### src/rtl/noc_if.sv
// Credit-based, per-VC link between a NoC tree leaf port and its client endpoint.
// Packet layout is {addr, data}; vc_target and vc_credit_gnt are one-hot per VC.
interface noc_if #(
   parameter int A_W  = 3,
   parameter int D_W  = 8,
   parameter int VC_W = 2
) ();
   logic [VC_W-1:0]    vc_target;
   logic [A_W+D_W-1:0] packet;
   logic [VC_W-1:0]    vc_credit_gnt;

   modport transmitter (output vc_target, output packet, input vc_credit_gnt);
   modport receiver    (input vc_target, input packet, output vc_credit_gnt);
endinterface

### src/rtl/noc_leaf_endpoint.sv
// Client endpoint for one NoC leaf: credit-gated TX towards the tree, per-VC RX FIFOs with round-robin drain.
// Optional flit counters are built when NOC_LEAF_ENDPOINT_STATS_EN is defined.
module noc_leaf_endpoint #(
   parameter int N             = 4,
   parameter int VC_W          = 2,
   parameter int D_W           = 8,
   parameter int VC_FIFO_DEPTH = 4,
   localparam int A_W          = $clog2(N) + 1,
   localparam int VCI_W        = (VC_W > 1) ? $clog2(VC_W) : 1
) (
   input  logic             clk,
   input  logic             rst,
   noc_if.transmitter       noc_tx,
   noc_if.receiver          noc_rx,
   input  logic             req_valid,
   output logic             req_ready,
   input  logic [VCI_W-1:0] req_vc,
   input  logic [A_W-1:0]   req_addr,
   input  logic [D_W-1:0]   req_data,
   output logic             rsp_valid,
   input  logic             rsp_ready,
   output logic [VCI_W-1:0] rsp_vc,
   output logic [A_W-1:0]   rsp_addr,
   output logic [D_W-1:0]   rsp_data,
   output logic             err_overflow,
   output logic [31:0]      tx_count,
   output logic [31:0]      rx_count
);
   localparam int CR_W  = $clog2(VC_FIFO_DEPTH);
   localparam int F     = VC_FIFO_DEPTH - 1;
   localparam int PTR_W = (F > 1) ? $clog2(F) : 1;
   localparam int CNT_W = $clog2(F + 1);
   localparam int PW    = A_W + D_W;
   localparam logic [CR_W-1:0]  CR_MAX   = CR_W'(F);
   localparam logic [CNT_W-1:0] CNT_FULL = CNT_W'(F);
   localparam logic [PTR_W-1:0] PTR_LAST = PTR_W'(F - 1);

   function automatic logic [PTR_W-1:0] next_ptr(input logic [PTR_W-1:0] p);
      return (p == PTR_LAST) ? '0 : p + PTR_W'(1);
   endfunction

   logic [CR_W-1:0] credit [VC_W];
   logic [VC_W-1:0] credit_nz;
   logic [VC_W-1:0] req_sel;
   logic [VC_W-1:0] take_vc;
   logic            accept;

   always_comb begin
      credit_nz = '0;
      for (int v = 0; v < VC_W; v++) credit_nz[v] = (credit[v] != '0);
   end

   // An out-of-range req_vc shifts out to an empty select and is never ready.
   assign req_sel   = VC_W'(1) << req_vc;
   assign req_ready = |(req_sel & credit_nz);
   assign accept    = req_valid && req_ready;
   assign take_vc   = accept ? req_sel : '0;

   always_ff @(posedge clk) begin
      if (!rst) begin
         noc_tx.vc_target <= '0;
         noc_tx.packet    <= '0;
         for (int v = 0; v < VC_W; v++) credit[v] <= CR_MAX;
      end else begin
         noc_tx.vc_target <= take_vc;
         if (accept) noc_tx.packet <= {req_addr, req_data};
         for (int v = 0; v < VC_W; v++) begin
            if (take_vc[v] && !noc_tx.vc_credit_gnt[v])
               credit[v] <= credit[v] - CR_W'(1);
            else if (noc_tx.vc_credit_gnt[v] && !take_vc[v] && (credit[v] != CR_MAX))
               credit[v] <= credit[v] + CR_W'(1);
         end
      end
   end

   logic [PW-1:0]    mem [VC_W][F];
   logic [PTR_W-1:0] wr_ptr [VC_W];
   logic [PTR_W-1:0] rd_ptr [VC_W];
   logic [CNT_W-1:0] cnt [VC_W];
   logic [VC_W-1:0]  wr_sel;
   logic [VC_W-1:0]  wr_ok;
   logic [VC_W-1:0]  nonempty;
   logic [VC_W-1:0]  pop_vc;
   logic [VCI_W-1:0] rr_ptr;
   logic [VCI_W-1:0] gnt_idx;
   logic [VCI_W-1:0] next_vc;
   logic [PW-1:0]    head;
   logic             pop;

   // Isolate the lowest set bit so a malformed multi-hot target writes one FIFO only.
   assign wr_sel = noc_rx.vc_target & (~noc_rx.vc_target + VC_W'(1));

   always_comb begin
      nonempty = '0;
      for (int v = 0; v < VC_W; v++) nonempty[v] = (cnt[v] != '0);
   end

   always_comb begin : arb
      logic [VCI_W-1:0] cand;
      cand      = '0;
      gnt_idx   = '0;
      rsp_valid = 1'b0;
      for (int i = 0; i < VC_W; i++) begin
         cand = VCI_W'((int'(rr_ptr) + i) % VC_W);
         if (!rsp_valid && nonempty[cand]) begin
            rsp_valid = 1'b1;
            gnt_idx   = cand;
         end
      end
   end

   assign pop     = rsp_valid && rsp_ready;
   assign pop_vc  = pop ? (VC_W'(1) << gnt_idx) : '0;
   assign next_vc = (gnt_idx == VCI_W'(VC_W - 1)) ? '0 : gnt_idx + VCI_W'(1);
   assign head    = mem[gnt_idx][rd_ptr[gnt_idx]];

   assign rsp_vc   = rsp_valid ? gnt_idx : '0;
   assign rsp_addr = rsp_valid ? head[PW-1:D_W] : '0;
   assign rsp_data = rsp_valid ? head[D_W-1:0] : '0;

   // A pop in the same cycle frees the slot, so a write into a full FIFO still lands.
   always_comb begin
      wr_ok = '0;
      for (int v = 0; v < VC_W; v++)
         wr_ok[v] = wr_sel[v] && ((cnt[v] != CNT_FULL) || pop_vc[v]);
   end

   always_ff @(posedge clk) begin
      for (int v = 0; v < VC_W; v++)
         if (wr_ok[v]) mem[v][wr_ptr[v]] <= noc_rx.packet;
   end

   // While stalled the pointer parks on the granted VC, so a later arrival cannot steal the head.
   always_ff @(posedge clk) begin
      if (!rst) begin
         for (int v = 0; v < VC_W; v++) begin
            wr_ptr[v] <= '0;
            rd_ptr[v] <= '0;
            cnt[v]    <= '0;
         end
         rr_ptr               <= '0;
         err_overflow         <= 1'b0;
         noc_rx.vc_credit_gnt <= '0;
      end else begin
         for (int v = 0; v < VC_W; v++) begin
            if (wr_ok[v]) wr_ptr[v] <= next_ptr(wr_ptr[v]);
            if (pop_vc[v]) rd_ptr[v] <= next_ptr(rd_ptr[v]);
            if (wr_ok[v] && !pop_vc[v]) cnt[v] <= cnt[v] + CNT_W'(1);
            else if (pop_vc[v] && !wr_ok[v]) cnt[v] <= cnt[v] - CNT_W'(1);
         end
         if (|(wr_sel & ~wr_ok)) err_overflow <= 1'b1;
         noc_rx.vc_credit_gnt <= pop_vc;
         if (pop) rr_ptr <= next_vc;
         else if (rsp_valid) rr_ptr <= gnt_idx;
      end
   end

`ifdef NOC_LEAF_ENDPOINT_STATS_EN
   logic [31:0] tx_cnt_q;
   logic [31:0] rx_cnt_q;

   always_ff @(posedge clk) begin
      if (!rst) begin
         tx_cnt_q <= '0;
         rx_cnt_q <= '0;
      end else begin
         if (accept) tx_cnt_q <= tx_cnt_q + 32'd1;
         if (pop) rx_cnt_q <= rx_cnt_q + 32'd1;
      end
   end

   assign tx_count = tx_cnt_q;
   assign rx_count = rx_cnt_q;
`else
   assign tx_count = '0;
   assign rx_count = '0;
`endif
endmodule

### src/flat_wrapper.sv
// flat-port wrapper written by rule: the top's interface ports become plain ports
module noc_leaf_endpoint_flat 
#(
   parameter int N             = 4,
   parameter int VC_W          = 2,
   parameter int D_W           = 8,
   parameter int VC_FIFO_DEPTH = 4,
   localparam int A_W          = $clog2(N) + 1,
   localparam int VCI_W        = (VC_W > 1) ? $clog2(VC_W) : 1
)
  (clk, rst, req_valid, req_ready, req_vc, req_addr, req_data, rsp_valid, rsp_ready, rsp_vc, rsp_addr, rsp_data, err_overflow, tx_count, rx_count, noc_tx_vc_target, noc_tx_packet, noc_tx_vc_credit_gnt, noc_rx_vc_target, noc_rx_packet, noc_rx_vc_credit_gnt);
  noc_if #(.A_W(($clog2(N) + 1)), .D_W(D_W), .VC_W(VC_W)) noc_tx_i ();
  noc_if #(.A_W(($clog2(N) + 1)), .D_W(D_W), .VC_W(VC_W)) noc_rx_i ();
  input  logic clk;
  input  logic rst;
  input  logic req_valid;
  output logic req_ready;
  input  logic [VCI_W-1:0] req_vc;
  input  logic [A_W-1:0] req_addr;
  input  logic [D_W-1:0] req_data;
  output logic rsp_valid;
  input  logic rsp_ready;
  output logic [VCI_W-1:0] rsp_vc;
  output logic [A_W-1:0] rsp_addr;
  output logic [D_W-1:0] rsp_data;
  output logic err_overflow;
  output logic [31:0] tx_count;
  output logic [31:0] rx_count;
  output wire logic [$bits(noc_tx_i.vc_target)-1:0] noc_tx_vc_target;
  output wire logic [$bits(noc_tx_i.packet)-1:0] noc_tx_packet;
  input wire logic [$bits(noc_tx_i.vc_credit_gnt)-1:0] noc_tx_vc_credit_gnt;
  input wire logic [$bits(noc_rx_i.vc_target)-1:0] noc_rx_vc_target;
  input wire logic [$bits(noc_rx_i.packet)-1:0] noc_rx_packet;
  output wire logic [$bits(noc_rx_i.vc_credit_gnt)-1:0] noc_rx_vc_credit_gnt;
  assign noc_tx_vc_target = noc_tx_i.vc_target;
  assign noc_tx_packet = noc_tx_i.packet;
  assign noc_tx_i.vc_credit_gnt = noc_tx_vc_credit_gnt;
  assign noc_rx_i.vc_target = noc_rx_vc_target;
  assign noc_rx_i.packet = noc_rx_packet;
  assign noc_rx_vc_credit_gnt = noc_rx_i.vc_credit_gnt;
  noc_leaf_endpoint #(.N(N), .VC_W(VC_W), .D_W(D_W), .VC_FIFO_DEPTH(VC_FIFO_DEPTH)) u_core (.clk(clk), .rst(rst), .noc_tx(noc_tx_i), .noc_rx(noc_rx_i), .req_valid(req_valid), .req_ready(req_ready), .req_vc(req_vc), .req_addr(req_addr), .req_data(req_data), .rsp_valid(rsp_valid), .rsp_ready(rsp_ready), .rsp_vc(rsp_vc), .rsp_addr(rsp_addr), .rsp_data(rsp_data), .err_overflow(err_overflow), .tx_count(tx_count), .rx_count(rx_count));
endmodule
### config.mk
export PLATFORM = sky130hd
export DESIGN_NAME = noc_leaf_endpoint_flat
export DESIGN_NICKNAME = d
export VERILOG_FILES = /design/src/rtl/noc_if.sv /design/src/rtl/noc_leaf_endpoint.sv /design/src/flat_wrapper.sv
export SDC_FILE = /design/constraint.sdc
export NUM_CORES = 1
export LEC_CHECK = 0
export CAP_MARGIN = 20
export CORE_UTILIZATION = 30
export CTS_CLUSTER_SIZE = 40
export DETAILED_ROUTE_END_ITERATION = 16
export PLACE_DENSITY = 0.59
export SLEW_MARGIN = 5
export SYNTH_ARGS = -nofsm -noshare
export SYNTH_HDL_FRONTEND = slang
export SYNTH_SLANG_ARGS = --single-unit
### constraint.sdc
create_clock -name clk -period 5.6 [get_ports clk]
set_input_delay 1.4 -clock clk [delete_from_list [all_inputs] [get_ports clk]]
set_output_delay 1.4 -clock clk [all_outputs]
set_load 0.005 [all_outputs]
==> flow_summary.yaml, run 1 <==
grt:
  overflow: 0
  antenna_found_initial: 0
  grt_start_max_net_pins: 24
  grt_use_met3: 0.0322
  grtUsageMet1: 0.128
  grtUsageMet2: 0.211
  grt_pass1_vias: 2905
  grt_usage: 0.116
  busiest_layer: "met2"
  grt_first_pass_wirelength_um: 14300
min_path:
  min_to: "u_core.noc_tx.packet[3]"
  whs_path_depth: 2
  worstHoldStart: "u_core.noc_tx.packet[3]"
  hold_class: "flop to flop"
synthesis:
  synth_seq_cells: 99
  ys_types: 42
  synth_area_um2: 4840
  synthCells: 403
  synth_seq_area_share: 0.579
  yosys_warnings: 0
  postSynthAreaPerCell_um2: 12.0
critical_path:
  max_stage_delay_ns: 0.55
  worst-endpoint-arrival_ns: 2.78
  r2r_slack_ns: 2.60
  crit_type: "input pin to output pin"
  reg2reg_depth: 10
  crit_chain: "clkdlybuf4s50_1 > nand2_1 > o21a_1 > clkdlybuf4s50_1"
  crit_fanout: 7
  worst_r2r_endpoint: "u_core.mem[1][7]"
  crit_path_end_kind: "output pin"
  crit_path_start_kind: "input pin"
  timing.rr.start: "u_core.cnt[1][0]"
  path_common_cell: "clkdlybuf4s50_1"
  worstPathRequired_ns: 4.20
  slowest_stage: "clkdlybuf4s50_1"
finish:
  multi_input_area_um2: 1640
  fin_util: 0.358
  final_cell_mix: "edfxtp_1 (82), conb_1 (64), clkdlybuf4s50_1 (60)"
  finalNetCount: 503
  diodes: 0
  register_area_um2: 2800
  final_common_cell: "edfxtp_1"
  fillers: 1531
  area_growth_pct: 17.0
  drive_gt1_frac: 0.0433
timing:
  slew-limit-headroom: 0.439
  whs_ns: 0.501
  fin_ws_ns: 1.42
  grt_setup_unrepaired: "no"
  hold_viol_final: 0
  fin_setup_tns_ns: 0
  fmax_mhz: 239
  finalCriticalPeriod_ns: 4.18
  slew_viol_final: 0
  fin_crit_sh: 0.747
  finalClockSkew_ns: 0.0115
  worst_slew_pin_slew_ns: 0.841
  finalSetupViolCount: 0
route:
  drc: 0
  drtIter0Drc: 197
  ant_nets: 0
  vias_per_cell: 4.39
  wl_per_cell_um: 13.7
  num_vias: 2979
  wirelength_um: 9310
  dr.pass1.iters: 6
run_status:
  outcome: "finished clean"
power_and_ir_drop:
  p_leak_nw: 2.12
  finalPower_mw: 2.36
  powerDensity_nw_per_um2: 416
  peakVddDrop_uv: 141
clock_network:
  cts_made_buffers: 9
  cts.repair.resized: 0
  post_cts_buffers: 0
  numClockSinks: 99
  clk_latency_ns: 0.34
  cts_max_level: 3
  cts_root_buffer: "clkbuf_16"
  cts_tree: "done"
  hold_buffers: 0
  clk_pin_slew_worst_paths_ns: 0.07
  clk_path_buf_depth: 2
floorplan:
  die_area_um2: 16700
  start_util: 0.306
  placementRows: 46
  ios: 125
  die_h_um: 129
  core_um2: 15800
  die_width_um: 129
place:
  portBuffers: 60
  gp_congestion: 0.736
  dp_slack_ns: 1.43
  hpwl_um: 6340
flow_run:
  drv_cap: 0
-- synthesized netlist by cell type (all sizes together) --
library cell / number / area [um^2]
ha: 15 / 188
nand2: 9 / 33.8
and3: 1 / 6.26
inv: 15 / 56.3
or2: 2 / 12.5
o211ai: 4 / 43.8
a31oi: 14 / 87.6
buf: 70 / 534
a21o: 1 / 7.51
o21a: 2 / 15.0
xnor2: 1 / 8.76
nor2b: 5 / 31.3
o22ai: 13 / 81.3
a22oi: 1 / 7.51
and2: 8 / 50.1
mux2i: 33 / 330
nor3b: 4 / 30.0
and4: 1 / 8.76
nand3b: 2 / 15.0
a311oi: 1 / 8.76
nor3: 8 / 40.0
a21oi: 17 / 85.1
or3: 1 / 6.26
nor2: 41 / 154
nand4b: 1 / 8.76
clkbuf: 12 / 46.3
mux2: 1 / 11.3
o21ai: 6 / 30.0
edfxtp: 82 / 2460
nand2b: 7 / 43.8
a211oi: 3 / 22.5
dfxtp: 17 / 340
conb: 1 / 3.75
o221ai: 2 / 17.5
a21boi: 2 / 15.0
-- how the worst max path moves through the flow --
stage	start	depth (start not counted)	end
after floorplan	req_vc	2	req_ready
final	req_vc	4	req_ready
after CTS	req_vc	4	req_ready
after global routing	req_vc	4	req_ready
after detailed placement	req_vc	4	req_ready
after global placement	req_vc	4	req_ready
-- critical path: cells and delay by family --
family          cells  cell delay, ns
compound gates      1            0.14
buf+inv             2            1.04
simple gates        1            0.20
-- power by group --
| part | internal [mW] | leakage [nW] | switching, mW |
|---|---|---|---|
| Combinational | 0.384 | 1.08 | 0.377 |
| Clock | 0.311 | 0.136 | 0.280 |
| Sequential | 0.900 | 0.905 | 0.107 |
| Total | 1.60 | 2.12 | 0.764 |
-- sequential cells by signal (all words and copies together), names as in the netlist --
signal and flops:
u_core.rd_ptr 4, u_core.mem 66, u_core.noc_tx.packet 11, u_core.noc_rx.vc_credit_gnt 2, u_core.noc_tx.vc_target 2, u_core.cnt 4
u_core.wr_ptr 4, u_core.err_overflow 1, u_core.rr_ptr 1, u_core.credit 4
-- per-stage QoR --
step	std cells	cell area [um^2]
finish	678	5670
global route	678	5670
CTS	677	5660
detailed placement	661	5380
global placement	661	5380
floorplan	466	5080
-- layout make-up --
type / count / share of cell area
Inverter: 15 / 0.00993
Tap cell: 216 / 0.0477
Timing Repair Buffer: 62 / 0.109
Multi-Input combinational cell: 270 / 0.289
Clock inverter: 6 / 0.00949
Clock buffer: 10 / 0.0404
Sequential cell: 99 / 0.494
-- routing by layer --
metal  up-vias  wire, um  share of wire
met5         -         0              0
met1      1417      3900           0.42
met4         0       141          0.015
li1       1420         -              -
met3        12       516          0.055
met2       130      4750           0.51
-- kinds of logic (layout without fill, tap and decap cells) --
logic type	count (synthesis)	count (layout)	share of synthesized area
xor gates and xnor gates	1	1	0.00181
DFF	99	99	0.579
other	1	64	0.000774
muxes	34	34	0.0705
and+or+nand+nor	90	90	0.0909
AOI/OAI and AO/OA	66	66	0.0871
adders and majority gates	15	15	0.0387
buffers and inverters	97	93	0.131
Note: power is estimated with default switching activity, not from simulation.
==> inputs of run 2 (changes only) <==
Clock period 5.6 ns to 4.16 ns, I/O delays scaled along.
==> run 2 against run 1 <==
  * Largest cell class unchanged
  * Combinational power increased by 38%
  * Critical endpoint is now rsp_data[7]
  * Sequential share of layout area fell by 0.39 points
  * Core utilization grew 0.28 points
  * Critical path depth up 3
  * Highest routed layer unchanged
  * Sequential cell count did not move
  * Largest power group unchanged
  * Power rose by 38%
  * Cell count increased by 0.44%
  * Sequential power increased by 32%
==> flow_summary.yaml, run 2 (synthesized netlist as in run 1, its figures left out) <==
route:
  wl_per_cell_um: 13.7
  wirelength_um: 9320
  drc: 0
  dr.pass1.iters: 4
  ant_nets: 0
  vias_per_cell: 4.45
  num_vias: 3031
  drtIter0Drc: 138
clock_network:
  cts_made_buffers: 9
  cts_root_buffer: "clkbuf_16"
  cts_max_level: 3
  clk_pin_slew_worst_paths_ns: 0.07
  numClockSinks: 99
  clk_path_buf_depth: 2
  cts.repair.resized: 0
  post_cts_buffers: 0
  clk_latency_ns: 0.35
  cts_tree: "done"
  hold_buffers: 0
floorplan:
  die_area_um2: 16700
  die_h_um: 129
  die_width_um: 129
  placementRows: 46
  core_um2: 15800
  ios: 125
  start_util: 0.306
timing:
  slew_viol_final: 0
  finalClockSkew_ns: 0.00997
  grt_setup_unrepaired: "no"
  slew-limit-headroom: 0.464
  fin_crit_sh: 0.829
  finalSetupViolCount: 0
  fin_setup_tns_ns: 0
  hold_viol_final: 0
  finalCriticalPeriod_ns: 3.45
  worst_slew_pin_slew_ns: 0.805
  fmax_mhz: 290
power_and_ir_drop:
  finalPower_mw: 3.25
  p_leak_nw: 2.15
  p_comb_frac: 0.322
  powerDensity_nw_per_um2: 569
  switching_share: 0.319
  p_clk_frac: 0.267
  peakVddDrop_uv: 253
  p_switching_mw: 1.04
  p_int_mw: 2.21
  seqPwrFrac: 0.411
critical_path:
  cp-startpoint: "u_core.cnt[1][0]"
  worst-endpoint-arrival_ns: 2.41
  worstPathRequired_ns: 3.12
  r2r_slack_ns: 1.30
  crit_path_start_kind: "flop"
  crit_path_end_kind: "output pin"
  crit_fanout: 12
  worst_r2r_endpoint: "u_core.mem[1][4]"
  crit_type: "flop to output pin"
  timing.rr.start: "u_core.cnt[1][0]"
  reg2reg_depth: 9
finish:
  largest_reg_flops: 66
  final_common_cell: "edfxtp_1"
  diodes: 0
  finalNetCount: 506
  final_cell_mix: "edfxtp_1 (82), conb_1 (64), clkdlybuf4s50_1 (60)"
  area_growth_pct: 18.0
  drive_gt1_frac: 0.0495
flow_run:
  drv_cap: 0
min_path:
  min_to: "u_core.err_overflow"
  hold_class: "flop to flop"
  worstHoldStart: "u_core.err_overflow"
  whs_path_depth: 2
grt:
  antenna_found_initial: 0
  overflow: 0
  grt_usage: 0.118
  grt_start_max_net_pins: 24
  grt_first_pass_wirelength_um: 14700
  grt_pass1_vias: 2969
place:
  hpwl_um: 6420
  gp_congestion: 0.759
  portBuffers: 60
run_status:
  outcome: "finished clean"
[run 2: cell count changes in the layout (fill, tap and decap cells not counted)]
| cell | before | now |
|---|---|---|
| buf_4 | 2 | 5 |
| bufinv_16 | 0 | 1 |
| clkinv_4 | 0 | 1 |
| clkinvlp_4 | 1 | 0 |
| inv_6 | 4 | 3 |
| o21ai_0 | 5 | 6 |
| o21ai_1 | 1 | 0 |
[run 2: layout make-up]
cell class | count | area [um^2]
well taps | 216 | 270
repair buffers | 65 | 638
multi-input cells | 270 | 1640
inverters | 15 | 56.3
clock inverters | 6 | 76.3
clock buffers | 10 | 229
flip-flops and latches | 99 | 2800
fillers | 1566 | 10100
[run 2: how the worst max path moves through the flow]
stage,to,slack (ns),depth (start not counted)
floorplan,u_core.mem[1][0],1.70,6
global placement,req_ready,0.73,4
detailed placement,req_ready,0.73,4
CTS,rsp_data[7],0.67,7
global route,rsp_data[7],0.61,7
finish,rsp_data[7],0.71,7
[run 2: worst max-delay path, cell delays in order (launching register included)]
cell	delay [ns]
edfxtp_1	0.39
inv_1	0.08
ha_1	0.23
nand2b_1	0.16
a21boi_1	0.16
buf_4	0.22
o22ai_1	0.27
clkdlybuf4s50_1	0.56
[run 2: layer usage]
metal,routed length [um],track usage,vias up
li1,-,-,1430
met1,3950,0.133,1459
met2,4750,0.211,129
met3,435,0.0318,13
met4,182,0.0498,0
met5,0,0,-
[run 2: per-stage QoR]
step	std cells	instance area, um^2	hold slack, ns	util	worst slack [ns]
after floorplan	466	5080	0.464	-	1.70
after global placement	665	5410	0.475	0.342	0.727
after detailed placement	665	5410	0.471	0.342	0.727
after CTS	681	5710	0.492	0.361	0.673
after global routing	681	5710	0.518	0.361	0.607
final	681	5710	0.484	0.361	0.710
[run 2: power groups by stage]
stage               logic, mW  registers [mW]  clock network [mW]
global placement         1.04            1.35                   0
detailed placement       1.06            1.36                   0
global route             1.16            1.35               0.927
CTS                      1.06            1.34               0.888
floorplan               0.700            1.28                   0
finish                   1.05            1.33               0.868
==> inputs of run 3 (changes only) <==
Settings changed: PLACE_DENSITY 0.59 to 0.61.
Clock period 4.16 ns to 3.15 ns, I/O delays scaled along.
==> run 3 against run 2 <==
  * Die area stayed put
  * Setup slack worse by 0.60 ns
  * Worst hold slack better by 0.011 ns
  * Via count is 0.46% higher
  * Critical path type unchanged
  * Largest cell class unchanged
==> flow_summary.yaml, run 3 (synthesized netlist as in run 1, its figures left out) <==
route:
  wirelength_um: 9300
  wl_per_cell_um: 13.3
  drc: 0
  drtIter0Drc: 186
  num_vias: 3045
  vias_per_cell: 4.36
  ant_nets: 0
  dr.pass1.iters: 4
power_and_ir_drop:
  p_leak_nw: 2.23
  powerDensity_nw_per_um2: 738
  peakVddDrop_uv: 281
  finalPower_mw: 4.30
timing:
  fin_crit_sh: 0.966
  fin_setup_tns_ns: 0
  slew-limit-headroom: 0.552
  fmax_mhz: 329
  finalCriticalPeriod_ns: 3.04
  finalClockSkew_ns: 0.00721
  grt_setup_unrepaired: "no"
  whs_ns: 0.495
  hold_viol_final: 0
  finalSetupViolCount: 0
  worst_slew_pin_slew_ns: 0.671
  slew_viol_final: 0
clock_network:
  clk_pin_slew_worst_paths_ns: 0.06
  cts_tree: "done"
  cts_made_buffers: 9
  clk_latency_ns: 0.34
  cts_max_level: 3
  post_cts_buffers: 0
  clk_path_buf_depth: 2
  numClockSinks: 99
  cts_root_buffer: "clkbuf_16"
  cts.repair.resized: 2
  hold_buffers: 0
min_path:
  hold_class: "flop to flop"
floorplan:
  start_util: 0.306
  die_h_um: 129
  die_width_um: 129
  ios: 125
  core_um2: 15800
  placementRows: 46
  die_area_um2: 16700
place:
  gp_congestion: 0.747
  hpwl_um: 6430
  dp.cells: 683
  portBuffers: 60
critical_path:
  crit_fanout: 9
  critPathBufInv: 3
  crit_chain: "inv_1 > ha_1 > nand2b_1 > a21boi_4 > buf_4 > o22ai_1 > clkdlybuf4s50_1"
  slowest_stage: "clkdlybuf4s50_1"
  r2r_slack_ns: 0.36
  crit_path_end_kind: "output pin"
  worst-endpoint-arrival_ns: 2.26
  max_stage_delay_ns: 0.46
  crit_path_start_kind: "flop"
  worstPathRequired_ns: 2.36
  crit_type: "flop to output pin"
  critical-path-top-delay-family: "buffers and inverters"
finish:
  finalNetCount: 524
  final_cell_mix: "edfxtp_1 (82), conb_1 (64), clkdlybuf4s50_1 (60)"
  drive_gt1_frac: 0.0849
  diodes: 0
  area_growth_pct: 20.3
  fillers: 1496
  final_common_cell: "edfxtp_1"
  largest_reg_flops: 66
  fin_cells: 699
  fin_util: 0.368
grt:
  grt_first_pass_wirelength_um: 14800
  antenna_found_initial: 0
  grt_pass1_vias: 2928
  overflow: 0
  grt_usage: 0.119
  grt_start_max_net_pins: 21
flow_run:
  drv_cap: 0
run_status:
  outcome: "finished clean"
[run 3: worst reg2reg max path: cells and delay by family, from the launching register on]
family / cells / cell delay [ns]
and+or+nand+nor: 3 / 0.47
muxes: 1 / 0.25
buffers and inverters: 4 / 0.56
adders and majority gates: 2 / 0.56
AOI/OAI and AO/OA: 1 / 0.30
DFF: 1 / 0.36
[run 3: final timing paths]
path                            cells past startpoint             endpoint                start
worst max-delay path                                7          rsp_addr[1]     u_core.cnt[1][0]
worst min-delay path                                2  u_core.err_overflow  u_core.err_overflow
worst max register to register                     11     u_core.mem[1][8]     u_core.cnt[1][0]
worst min register to register                      2  u_core.err_overflow  u_core.err_overflow
[run 3: area by class of cell]
class                           instances  area [um^2]  area share
Sequential cell                        99         2800       0.481
Multi-Input combinational cell        270         1650       0.284
Timing Repair Buffer                   83          773       0.133
Tap cell                              216          270      0.0464
Clock buffer                           11          233      0.0400
Inverter                               15         56.3     0.00967
Clock inverter                          5         37.5     0.00644
[run 3: where the power goes]
| part | internal (mW) | switching [mW] |
|---|---|---|
| clock network | 0.542 | 0.486 |
| registers | 1.60 | 0.0852 |
| logic | 0.785 | 0.803 |
[run 3: through the flow]
| stage | instance area [um^2] | setup WS (ns) |
|---|---|---|
| global route | 5820 | 0.0130 |
| finish | 5820 | 0.106 |
| detailed placement | 5540 | -0.0541 |
| floorplan | 5080 | 0.703 |
| CTS | 5820 | 0.0822 |
| global placement | 5540 | -0.0203 |
[run 3: per-layer routing]
layer	vias up	track usage	part of all wire	wire length [um]
met5	-	0	0	0
met4	0	0.0443	0.011	105
li1	1463	-	-	-
met1	1435	0.142	0.43	3990
met3	8	0.0285	0.068	636
met2	139	0.207	0.49	4560
